<file path="src/rtl/lsu_pkg.sv">
// Shared types and constants for the load/store unit.
// Latency: n/a (declarations only).
// Backpressure: n/a (declarations only).
// Contents: default datapath width, FSM state encoding, RV64 funct3 width codes.
package lsu_pkg;

    localparam int XLEN_DEF = 64;

    typedef enum logic [1:0] {
        ST_IDLE = 2'd0,
        ST_REQ  = 2'd1,
        ST_WAIT = 2'd2,
        ST_DONE = 2'd3
    } lsu_state_e;

    // Load width/sign codes
    localparam logic [2:0] F3_LB  = 3'b000;
    localparam logic [2:0] F3_LH  = 3'b001;
    localparam logic [2:0] F3_LW  = 3'b010;
    localparam logic [2:0] F3_LD  = 3'b011;
    localparam logic [2:0] F3_LBU = 3'b100;
    localparam logic [2:0] F3_LHU = 3'b101;
    localparam logic [2:0] F3_LWU = 3'b110;

    // Store width codes
    localparam logic [2:0] F3_SB  = 3'b000;
    localparam logic [2:0] F3_SH  = 3'b001;
    localparam logic [2:0] F3_SW  = 3'b010;
    localparam logic [2:0] F3_SD  = 3'b011;

endpackage

</file>
<file path="src/rtl/lsu_align.sv">
// Byte-lane alignment: store strobes/shifted data, load extraction/extension, misalign flag.
// Latency: purely combinational.
// Backpressure: none; outputs follow inputs.
// Ports: i_funct3/i_off select width and byte offset; i_wdata/i_rdata raw data;
//        o_wstrb/o_wdata store lanes, o_rdata formatted load, o_misalign alignment error.
module lsu_align
    import lsu_pkg::*;
#(
    parameter int XLEN = XLEN_DEF
) (
    input  logic [2:0]        i_funct3,
    input  logic [2:0]        i_off,
    input  logic [XLEN-1:0]   i_wdata,
    input  logic [XLEN-1:0]   i_rdata,
    output logic [XLEN/8-1:0] o_wstrb,
    output logic [XLEN-1:0]   o_wdata,
    output logic [XLEN-1:0]   o_rdata,
    output logic              o_misalign
);

    localparam int NB = XLEN / 8;
    localparam logic [NB-1:0] STRB_B = NB'(1);
    localparam logic [NB-1:0] STRB_H = NB'(3);
    localparam logic [NB-1:0] STRB_W = NB'(15);

    logic [5:0]      w_bitoff;
    logic [XLEN-1:0] w_rshift;

    assign w_bitoff = {i_off, 3'b000};
    assign o_wdata  = i_wdata << w_bitoff;
    assign w_rshift = i_rdata >> w_bitoff;

    // funct3[1:0] encodes the access size identically for loads and stores
    always_comb begin
        o_wstrb    = '0;
        o_misalign = 1'b0;
        case (i_funct3[1:0])
            2'b00: begin
                o_wstrb    = STRB_B << i_off;
            end
            2'b01: begin
                o_wstrb    = STRB_H << i_off;
                o_misalign = i_off[0];
            end
            2'b10: begin
                o_wstrb    = STRB_W << i_off;
                o_misalign = |i_off[1:0];
            end
            default: begin
                o_wstrb    = '1;
                o_misalign = |i_off;
            end
        endcase
    end

    always_comb begin
        o_rdata = '0;
        case (i_funct3)
            F3_LB:   o_rdata = {{(XLEN-8){w_rshift[7]}},   w_rshift[7:0]};
            F3_LH:   o_rdata = {{(XLEN-16){w_rshift[15]}}, w_rshift[15:0]};
            F3_LW:   o_rdata = {{(XLEN-32){w_rshift[31]}}, w_rshift[31:0]};
            F3_LD:   o_rdata = w_rshift;
            F3_LBU:  o_rdata = {{(XLEN-8){1'b0}},  w_rshift[7:0]};
            F3_LHU:  o_rdata = {{(XLEN-16){1'b0}}, w_rshift[15:0]};
            F3_LWU:  o_rdata = {{(XLEN-32){1'b0}}, w_rshift[31:0]};
            default: o_rdata = '0;
        endcase
    end

endmodule

</file>
<file path="src/rtl/load_store_unit.sv">
// Load/store unit: one outstanding memory op, aligned doubleword bus, sign/zero extension.
// Latency: load >= 3 cycles accept->resp_valid, store >= 2, faulting op 1 cycle.
// Backpressure: o_stall holds the core; o_mem_req held stable until i_mem_gnt.
// Ports: core side i_req_valid/i_is_load/i_is_store/i_funct3/i_addr/i_wdata ->
//        o_stall/o_resp_valid/o_load_data/o_fault; memory side o_mem_* / i_mem_*.
module load_store_unit
    import lsu_pkg::*;
#(
    parameter int XLEN = XLEN_DEF
) (
    input  logic              clk,
    input  logic              rst,
    input  logic              i_req_valid,
    input  logic              i_is_load,
    input  logic              i_is_store,
    input  logic [2:0]        i_funct3,
    input  logic [XLEN-1:0]   i_addr,
    input  logic [XLEN-1:0]   i_wdata,
    output logic              o_stall,
    output logic              o_resp_valid,
    output logic [XLEN-1:0]   o_load_data,
    output logic              o_fault,
    output logic              o_mem_req,
    output logic              o_mem_we,
    output logic [XLEN-1:0]   o_mem_addr,
    output logic [XLEN-1:0]   o_mem_wdata,
    output logic [XLEN/8-1:0] o_mem_wstrb,
    input  logic              i_mem_gnt,
    input  logic              i_mem_rvalid,
    input  logic [XLEN-1:0]   i_mem_rdata
);

    lsu_state_e r_state, w_state_nxt;

    logic [2:0]        r_funct3;
    logic [XLEN-1:0]   r_addr;
    logic [XLEN-1:0]   r_wdata;
    logic [XLEN-1:0]   r_load_data;
    logic              r_is_store;
    logic              r_fault;

    logic              w_idle;
    logic              w_accept;
    logic              w_illegal;
    logic              w_fault;
    logic [2:0]        w_al_funct3;
    logic [2:0]        w_al_off;
    logic [XLEN/8-1:0] w_st_strb;
    logic [XLEN-1:0]   w_st_wdata;
    logic [XLEN-1:0]   w_ld_fmt;
    logic              w_misalign;

    assign w_idle   = (r_state == ST_IDLE);
    assign w_accept = w_idle & i_req_valid & (i_is_load | i_is_store);

    // The aligner looks at the live request while idle (to judge alignment before
    // accepting) and at the latched request for the rest of the transaction.
    assign w_al_funct3 = w_idle ? i_funct3    : r_funct3;
    assign w_al_off    = w_idle ? i_addr[2:0] : r_addr[2:0];

    assign w_illegal = (i_is_load & i_is_store)
                     | (i_is_load  & (i_funct3 == 3'b111))
                     | (i_is_store & i_funct3[2]);
    assign w_fault   = w_illegal | w_misalign;

    lsu_align #(.XLEN(XLEN)) u_align (
        .i_funct3   (w_al_funct3),
        .i_off      (w_al_off),
        .i_wdata    (r_wdata),
        .i_rdata    (i_mem_rdata),
        .o_wstrb    (w_st_strb),
        .o_wdata    (w_st_wdata),
        .o_rdata    (w_ld_fmt),
        .o_misalign (w_misalign)
    );

    always_ff @(posedge clk or posedge rst) begin
        if (rst) begin
            r_state <= ST_IDLE;
        end else begin
            r_state <= w_state_nxt;
        end
    end

    always_ff @(posedge clk or posedge rst) begin
        if (rst) begin
            r_funct3    <= '0;
            r_addr      <= '0;
            r_wdata     <= '0;
            r_is_store  <= 1'b0;
            r_fault     <= 1'b0;
            r_load_data <= '0;
        end else if (w_accept) begin
            r_funct3    <= i_funct3;
            r_addr      <= i_addr;
            r_wdata     <= i_wdata;
            r_is_store  <= i_is_store;
            r_fault     <= w_fault;
            r_load_data <= '0;
        end else if ((r_state == ST_WAIT) && i_mem_rvalid) begin
            r_load_data <= w_ld_fmt;
        end
    end

    // Memory handshakes are only looked at in REQ/WAIT, so stray grants or
    // read data in IDLE/DONE (including ones from an aborted op) fall on the floor.
    always_comb begin
        w_state_nxt  = r_state;
        o_stall      = 1'b0;
        o_resp_valid = 1'b0;
        o_load_data  = '0;
        o_fault      = 1'b0;
        o_mem_req    = 1'b0;
        o_mem_we     = 1'b0;
        o_mem_addr   = '0;
        o_mem_wdata  = '0;
        o_mem_wstrb  = '0;
        case (r_state)
            ST_IDLE: begin
                o_stall = i_req_valid;
                if (w_accept) begin
                    w_state_nxt = w_fault ? ST_DONE : ST_REQ;
                end
            end
            ST_REQ: begin
                o_stall     = 1'b1;
                o_mem_req   = 1'b1;
                o_mem_we    = r_is_store;
                o_mem_addr  = {r_addr[XLEN-1:3], 3'b000};
                o_mem_wdata = r_is_store ? w_st_wdata : '0;
                o_mem_wstrb = r_is_store ? w_st_strb  : '0;
                if (i_mem_gnt) begin
                    w_state_nxt = r_is_store ? ST_DONE : ST_WAIT;
                end
            end
            ST_WAIT: begin
                o_stall = 1'b1;
                if (i_mem_rvalid) begin
                    w_state_nxt = ST_DONE;
                end
            end
            ST_DONE: begin
                o_resp_valid = 1'b1;
                o_fault      = r_fault;
                o_load_data  = r_load_data;
                w_state_nxt  = ST_IDLE;
            end
            default: begin
                w_state_nxt = ST_IDLE;
            end
        endcase
    end

endmodule

</file>
<file path="config.mk">
export PLATFORM = sky130hd
export DESIGN_NAME = load_store_unit
export DESIGN_NICKNAME = d
export VERILOG_FILES = /design/src/rtl/lsu_pkg.sv /design/src/rtl/lsu_align.sv /design/src/rtl/load_store_unit.sv
export SDC_FILE = /design/constraint.sdc
export NUM_CORES = 1
export LEC_CHECK = 0
export ABC_AREA = 0
export CORE_ASPECT_RATIO = 0.9
export CORE_MARGIN = 4
export CORE_UTILIZATION = 50
export DETAILED_ROUTE_END_ITERATION = 7
export PLACE_DENSITY = 0.87
export SYNTH_ARGS = -nofsm -noshare
export SYNTH_HDL_FRONTEND = slang
export SYNTH_SLANG_ARGS = --single-unit
</file>
<file path="constraint.sdc">
create_clock -name clk -period 18.2 [get_ports clk]
set_clock_uncertainty 0.15 [all_clocks]
set_input_delay 5.46 -clock clk [delete_from_list [all_inputs] [get_ports clk]]
set_output_delay 5.46 -clock clk [all_outputs]
set_load 0.05 [all_outputs]
</file>
==> run summary, run 1 <==
Global Route Usage Sum: 32.9%
Grt total ovfl: 0
Worst Path Max Fanout: 43
Distinct cell type count after synthesis: 59
Hold_sp: r_load_data[4]
RSZ-0062 raised after global routing: no
Setup violations, final: 0
Register area share after synthesis: 41.5%
Commonest cells post-synth: dfrtp_1, nand2_1, and2_1
R2R Setup Slk: 12.98 ns
Max Cap Violations: 0
Comb pwr share: 64.2%
Crit path required time: 12.59 ns
Clock power share: 12.0%
Avg WL per Cell: 24.0 um
Sw Share: 51.2%
Die X: 171 um
Slew HR: 11.8%
Iter 0 DRT Violations: 1594
CP Class: in2out
Largest cells by area after synthesis: dfrtp_1, mux2_2, mux2i_1, and2_1, nand2_1
Startpoint Class: input port
IR drop worst, VDD: 0.000135 V
Critical R2R Capture: r_load_data[44]
Post-DRT Antenna Nets: 0
M1 WL: 16000 um
Post-layout minimum cycle time: 14.73 ns
Post-synth top flop: dfrtp_1
Most numerous cell in the Yosys netlist: dfrtp_1
Multi-input gate area: 6610 um2
Router iterations before antenna repair: 6
Largest area contributor in the synthesized netlist: dfrtp_1
Vias in the first global route: 11600
Gpl congestion: 0.980
Hold-fix buffer count after cts: 0
Number of flops mapped to enable cells by yosys: 0
Synthesis-stage register bit count: 199
DP HPWL: 32400 um
Fin. Hold Viols: 0
Fin nets: 1747
DR WL met2: 21800 um
Deepest clock path buffer count: 2
Fillers: 1720
Netlist Area Pre-Place: 12000 um2
Achievable Freq: 67.9 MHz
DRC viols: 0
Synth warnings: 0
Post-Syn Instances: 1209
CTS tree: built
CTS root buf: clkbuf_16
Share of flip-flops with an asynchronous set or reset: 100%
Cell Rows: 53
Postcts setup bufs: 0
Final wirelength: 44700 um
DR vias: 11500
Util after Layout: 71.5%
Reg-to-Reg Start: r_state[1]
Sw power: 1.72 mW
Share of layout cells above drive strength 1: 13.1%
Buffers on Ports: 403
Least-Margin Pin Slew: 1.32 ns
Area of the core: 23500 um2
Hold EP: r_load_data[4]
Leak: 7.28 nW
I/O pin cnt: 407
Final TNS setup: 0 ns
Status: finished clean
Clk_lat worst skew: 0.44 ns
Reg area: 4980 um2
Top cell type's share of synthesized area: 41.5%
Hold path cells: 2
Crit. End Element: output port
TritonCTS Sinks: 199
Cell Pwr Density: 201 nW/um2
Mean Syn Cell Area: 9.93 um2
Die Area: 26600 um2
Sequential power share: 23.8%
WP data arrival: 9.12 ns
Clock transition at path regs: 0.09 ns
Area Growth Syn to Fin: 39.8%
Int Pwr: 1.64 mW
CTS-repair resized insts: 0
H-tree depth reported by CTS: 4
CTS buffer count: 17
Slew Viols, Final: 0
Die height: 155 um
Worst r2r path cells: 11
Pin count of the biggest net entering global routing: 130
First-pass GRT wire length: 67900 um
DR top layer: met5
Routed vias/inst: 6.17
Met3 WL post-DR: 4710 um
Final period utilization: 80.9%
Hold Path Class: reg2reg
Initial antenna violation count: 9
Initial Util: 51.1%
## routing by layer
layer  global-route usage, %  vias up
li1                        -     5069
met1                    39.5     5559
met2                    55.0      715
met3                    9.83      143
met4                    14.1        6
met5                       0        -
## power by group through the flow
| stage | clock network (mW) | registers [mW] | logic (mW) |
|---|---|---|---|
| 4_1_cts | 0.408 | 0.793 | 2.14 |
| 3_5_place_dp | 0 | 0.801 | 2.13 |
| 2_1_floorplan | 0 | 0.737 | 1.55 |
| 6_report | 0.404 | 0.801 | 2.16 |
| 3_3_place_gp | 0 | 0.789 | 2.09 |
| 5_1_grt | 0.427 | 0.823 | 2.28 |
## critical path, stage by stage
cell and delay (ns):
clkdlybuf4s50_1 0.50, mux2_2 0.65, nor2_1 0.62, buf_4 0.34, nand2_1 0.07, o21ai_0 0.11, nor2_1 0.08, nor3_1 0.36
clkdlybuf4s50_1 0.89
## cell type report
| class | instances | area share (%) |
|---|---|---|
| inverters | 6 | 0.179 |
| multi-input cells | 901 | 39.4 |
| clock inverters | 15 | 1.25 |
| flip-flops and latches | 199 | 29.7 |
| repair buffers | 416 | 24.6 |
| diodes | 6 | 0.0895 |
| clock buffers | 17 | 2.54 |
| well taps | 302 | 2.25 |
## logic make-up (layout without fill, tap and decap cells)
family | Yosys count | in the layout | share of synthesized area [%]
muxes | 235 | 235 | 21.2
DFF | 199 | 199 | 41.5
AOI/OAI and AO/OA | 236 | 236 | 15.1
buffers and inverters | 111 | 454 | 4.02
and+or+nand+nor | 423 | 423 | 17.8
other | 1 | 9 | 0.0312
adders and majority gates | 4 | 4 | 0.417
## state kept, by name, summed over array words and instances (netlist names)
name	flops
r_addr	64
r_load_data	64
r_wdata	64
r_funct3	3
r_state	2
r_fault	1
r_is_store	1
## layout by cell type, fill, tap and decap left out, types with 12 or more instances in the layout
master	netlist	routed
nand2_1	139	139
a22oi_1	13	13
nand3_1	20	20
buf_4	5	13
dfrtp_1	199	199
a21oi_1	24	24
mux2_2	135	135
o211ai_1	13	13
a211o_1	12	12
clkdlybuf4s50_1	0	403
and3_1	33	33
clkbuf_16	0	17
mux2i_1	98	95
a221o_1	23	23
a32o_1	17	17
nor2_1	56	56
o21ai_0	36	35
nor3_1	24	24
a32oi_1	12	12
a22o_1	13	13
a31oi_1	19	19
and2_1	138	138
## stage by stage
stage | hold slack (ns) | total power [mW] | setup WS (ns) | instance area (um2) | cells
global route | 0.354 | 3.53 | 3.32 | 16800 | 1858
finish | 0.325 | 3.36 | 3.47 | 16800 | 1862
CTS | 0.328 | 3.34 | 3.53 | 16800 | 1856
detailed placement | 0.308 | 2.93 | 3.54 | 16100 | 1824
floorplan | 0.281 | 2.28 | 3.70 | 12000 | 1211
global placement | 0.297 | 2.88 | 3.61 | 16100 | 1824
## how the worst max path moves through the flow
stage	from	to	slack [ns]
finish	i_addr[0]	o_mem_wdata[55]	3.47
global route	i_addr[0]	o_mem_wstrb[4]	3.32
CTS	i_addr[0]	o_mem_wstrb[4]	3.53
detailed placement	i_addr[0]	o_mem_wstrb[4]	3.54
global placement	i_addr[0]	o_mem_wstrb[4]	3.61
floorplan	i_addr[1]	o_mem_wstrb[5]	3.70
Power figures use the tool's default switching activity.
==> inputs of run 2 (changes only) <==
--- a/config.mk
+++ b/config.mk
@@ -8,9 +8,9 @@
 export ABC_AREA = 0
 export CORE_ASPECT_RATIO = 0.9
 export CORE_MARGIN = 4
-export CORE_UTILIZATION = 50
+export CORE_UTILIZATION = 42
 export DETAILED_ROUTE_END_ITERATION = 7
-export PLACE_DENSITY = 0.87
+export PLACE_DENSITY = 0.78
 export SYNTH_ARGS = -nofsm -noshare
 export SYNTH_HDL_FRONTEND = slang
 export SYNTH_SLANG_ARGS = --single-unit
==> constraint.sdc (replaced) <==
create_clock -name clk -period 13.48 [get_ports clk]
set_clock_uncertainty 0.15 [all_clocks]
set_input_delay 4.044 -clock clk [delete_from_list [all_inputs] [get_ports clk]]
set_output_delay 4.044 -clock clk [all_outputs]
set_load 0.05 [all_outputs]
==> run 2 against run 1 <==
Total power rose by 35%; cell area increased by 0.57%; sequential share of layout area down 0.17 points; core utilization is 11 points lower; combinational power up 35%; critical path type unchanged.
==> run summary, run 2 (same netlist as run 1, synthesis figures left out) <==
Pin count of the biggest net entering global routing: 127 (was 130)
R2R Setup Slk: 8.64 ns (was 12.98 ns)
Achievable Freq: 85.3 MHz
Critical Path, Cell by Cell: clkdlybuf4s50_1 -> mux2_2 -> nor2_1 -> buf_4 -> a21oi_1 -> o21ai_0 -> a21oi_1 -> nor2_1 -> clkdlybuf4s50_1 (was clkdlybuf4s50_1 -> mux2_2 -> nor2_1 -> buf_4 -> nand2_1 -> o21ai_0 -> nor2_1 -> nor3_1 -> clkdlybuf4s50_1)
Hold-fix buffer count after cts: 0 (unchanged)
Fillers: 2367 (was 1720)
Die height: 168 um (was 155 um)
WP data arrival: 7.53 ns (was 9.12 ns)
Reg area: 4980 um2 (unchanged)
TritonCTS Sinks: 199 (unchanged)
Slew HR: 18.2% (was 11.8%)
Final TNS setup: 0 ns (unchanged)
Final period utilization: 87.0%
Crit path required time: 9.29 ns (was 12.59 ns)
DRC viols: 0 (unchanged)
Crit. End Element: output port (unchanged)
Setup violations, final: 0 (unchanged)
Fin. Hold Viols: 0 (unchanged)
Leak: 7.30 nW (was 7.28 nW)
Cell Pwr Density: 268 nW/um2 (was 201 nW/um2)
Initial antenna violation count: 6 (was 9)
DR vias: 11500 (about the same)
Clk_lat worst skew: 0.44 ns (about the same)
Dpl ws: 1.80 ns (was 3.54 ns)
Sw power: 2.30 mW (was 1.72 mW)
Total power: 4.53 mW (was 3.36 mW)
Worst r2r path cells: 10 (was 11)
Worst Path Max Fanout: 43 (unchanged)
Clock power share: 12.0% (about the same)
First-pass GRT wire length: 68200 um (was 67900 um)
Comb pwr share: 64.2% (about the same)
Int Pwr: 2.22 mW (was 1.64 mW)
CTS buffer count: 17 (unchanged)
Final wirelength: 45000 um (was 44700 um)
Iter 0 DRT Violations: 1040 (was 1594)
Family with the most delay on the worst path: buffers and inverters (unchanged)
Startpoint Class: input port (unchanged)
Top flop regs: r_addr: 64 flops, r_load_data: 64 flops, r_wdata: 64 flops (unchanged)
CTS-repair resized insts: 0 (unchanged)
Least-Margin Pin Slew: 1.22 ns (was 1.32 ns)
Buffers on Ports: 403 (unchanged)
Cell count after placement: 1886 (was 1824)
Global Route Usage Sum: 27.9% (was 32.9%)
CTS root buf: clkbuf_16 (unchanged)
Gpl congestion: 0.919 (was 0.980)
Clock transition at path regs: 0.09 ns (about the same)
DP HPWL: 32400 um (about the same)
Cell Rows: 58 (was 53)
Die Area: 31400 um2 (was 26600 um2)
Hold path cells: 2 (unchanged)
Critical path's slowest cell: clkdlybuf4s50_1 (unchanged)
IR drop worst, VDD: 0.000131 V (was 0.000135 V)
H-tree depth reported by CTS: 4 (unchanged)
Critical R2R Capture: r_load_data[40] (was r_load_data[44])
Post-DRT Antenna Nets: 0 (unchanged)
CP Class: in2out (unchanged)
PnR worst setup slack: 1.75 ns (was 3.47 ns)
Die X: 186 um (was 171 um)
Worst path max stage delay: 0.83 ns (was 0.89 ns)
Area Growth Syn to Fin: 40.6% (was 39.8%)
Layout Cells excl Fill: 1919 (was 1862)
Sequential power share: 23.8% (about the same)
Routed vias/inst: 5.97 (was 6.17)
Share of layout cells above drive strength 1: 13.3% (was 13.1%)
Deepest clock path buffer count: 2 (unchanged)
Sw Share: 50.9% (was 51.2%)
Initial Util: 42.7% (was 51.1%)
Fin nets: 1751 (was 1747)
Avg WL per Cell: 23.5 um (was 24.0 um)
Post-layout minimum cycle time: 11.73 ns
Max Cap Violations: 0 (unchanged)
Multi-input gate area: 6610 um2 (about the same)
Hold_sp: r_load_data[4] (unchanged)
Most frequent cells in the layout: clkdlybuf4s50_1, dfrtp_1, nand2_1 (unchanged)
Commonest non-fill, non-tap cell in the layout: clkdlybuf4s50_1 (unchanged)
Router iterations before antenna repair: 6 (unchanged)
CTS tree: built (unchanged)
Reg-to-Reg Start: r_state[0] (was r_state[1])
Hold Path Class: reg2reg (unchanged)
I/O pin cnt: 407 (unchanged)
Status: finished clean (unchanged)
Vias in the first global route: 11600 (about the same)
Slew Viols, Final: 0 (unchanged)
Postcts setup bufs: 0 (unchanged)
Buf/Inv on CP: 3 (unchanged)
Grt total ovfl: 0 (unchanged)
RSZ-0062 raised after global routing: no (unchanged)
Area of the core: 28100 um2 (was 23500 um2)
Hold EP: r_load_data[4] (unchanged)
## run 2: worst max path at each step
stage	startpoint	endpoint	slack [ns]	cells past startpoint
floorplan	i_addr[1]	o_mem_wstrb[5]	1.81	6
global placement	i_addr[0]	o_mem_wstrb[6]	1.78	9
detailed placement	i_addr[0]	o_mem_wstrb[6]	1.80	9
CTS	i_addr[0]	o_mem_wstrb[6]	1.78	9
global route	i_addr[0]	o_mem_wdata[48]	1.56	9
finish	i_addr[0]	o_mem_wstrb[6]	1.75	9
## run 2: metal layers
layer | GRT usage, % | up-vias | share of wire [%]
met5 | 0 | - | 0.16
met2 | 46.5 | 693 | 48
met4 | 10.1 | 8 | 4.3
met1 | 34.6 | 5590 | 37
met3 | 7.37 | 119 | 9.8
li1 | - | 5052 | -
## run 2: cell type report
type	count	area share (%)
Multi-Input combinational cell	901	39.2
Sequential cell	199	29.5
Timing Repair Buffer	420	24.7
Tap cell	360	2.67
Clock buffer	17	2.52
Clock inverter	15	1.18
Inverter	6	0.178
Antenna cell	1	0.0148
## run 2: power by group through the flow
stage | registers (mW) | clock network, mW | logic [mW]
detailed placement | 1.08 | 0 | 2.88
global placement | 1.06 | 0 | 2.84
global route | 1.10 | 0.574 | 3.10
finish | 1.08 | 0.543 | 2.91
floorplan | 0.995 | 0 | 2.09
CTS | 1.07 | 0.550 | 2.89
## run 2: tightest hold or removal path: stages, from the launching register on
cell and delay, ns:
dfrtp_1 0.35, nand2_1 0.05, nand2_1 0.05
## run 2: stage by stage
stage | utilization [%] | hold slack (ns) | cell area (um2)
detailed placement | 57.8 | 0.303 | 16200
global placement | 57.8 | 0.302 | 16200
finish | 60.1 | 0.324 | 16900
CTS | 60.1 | 0.326 | 16900
floorplan | - | 0.281 | 12000
global route | 60.1 | 0.355 | 16900
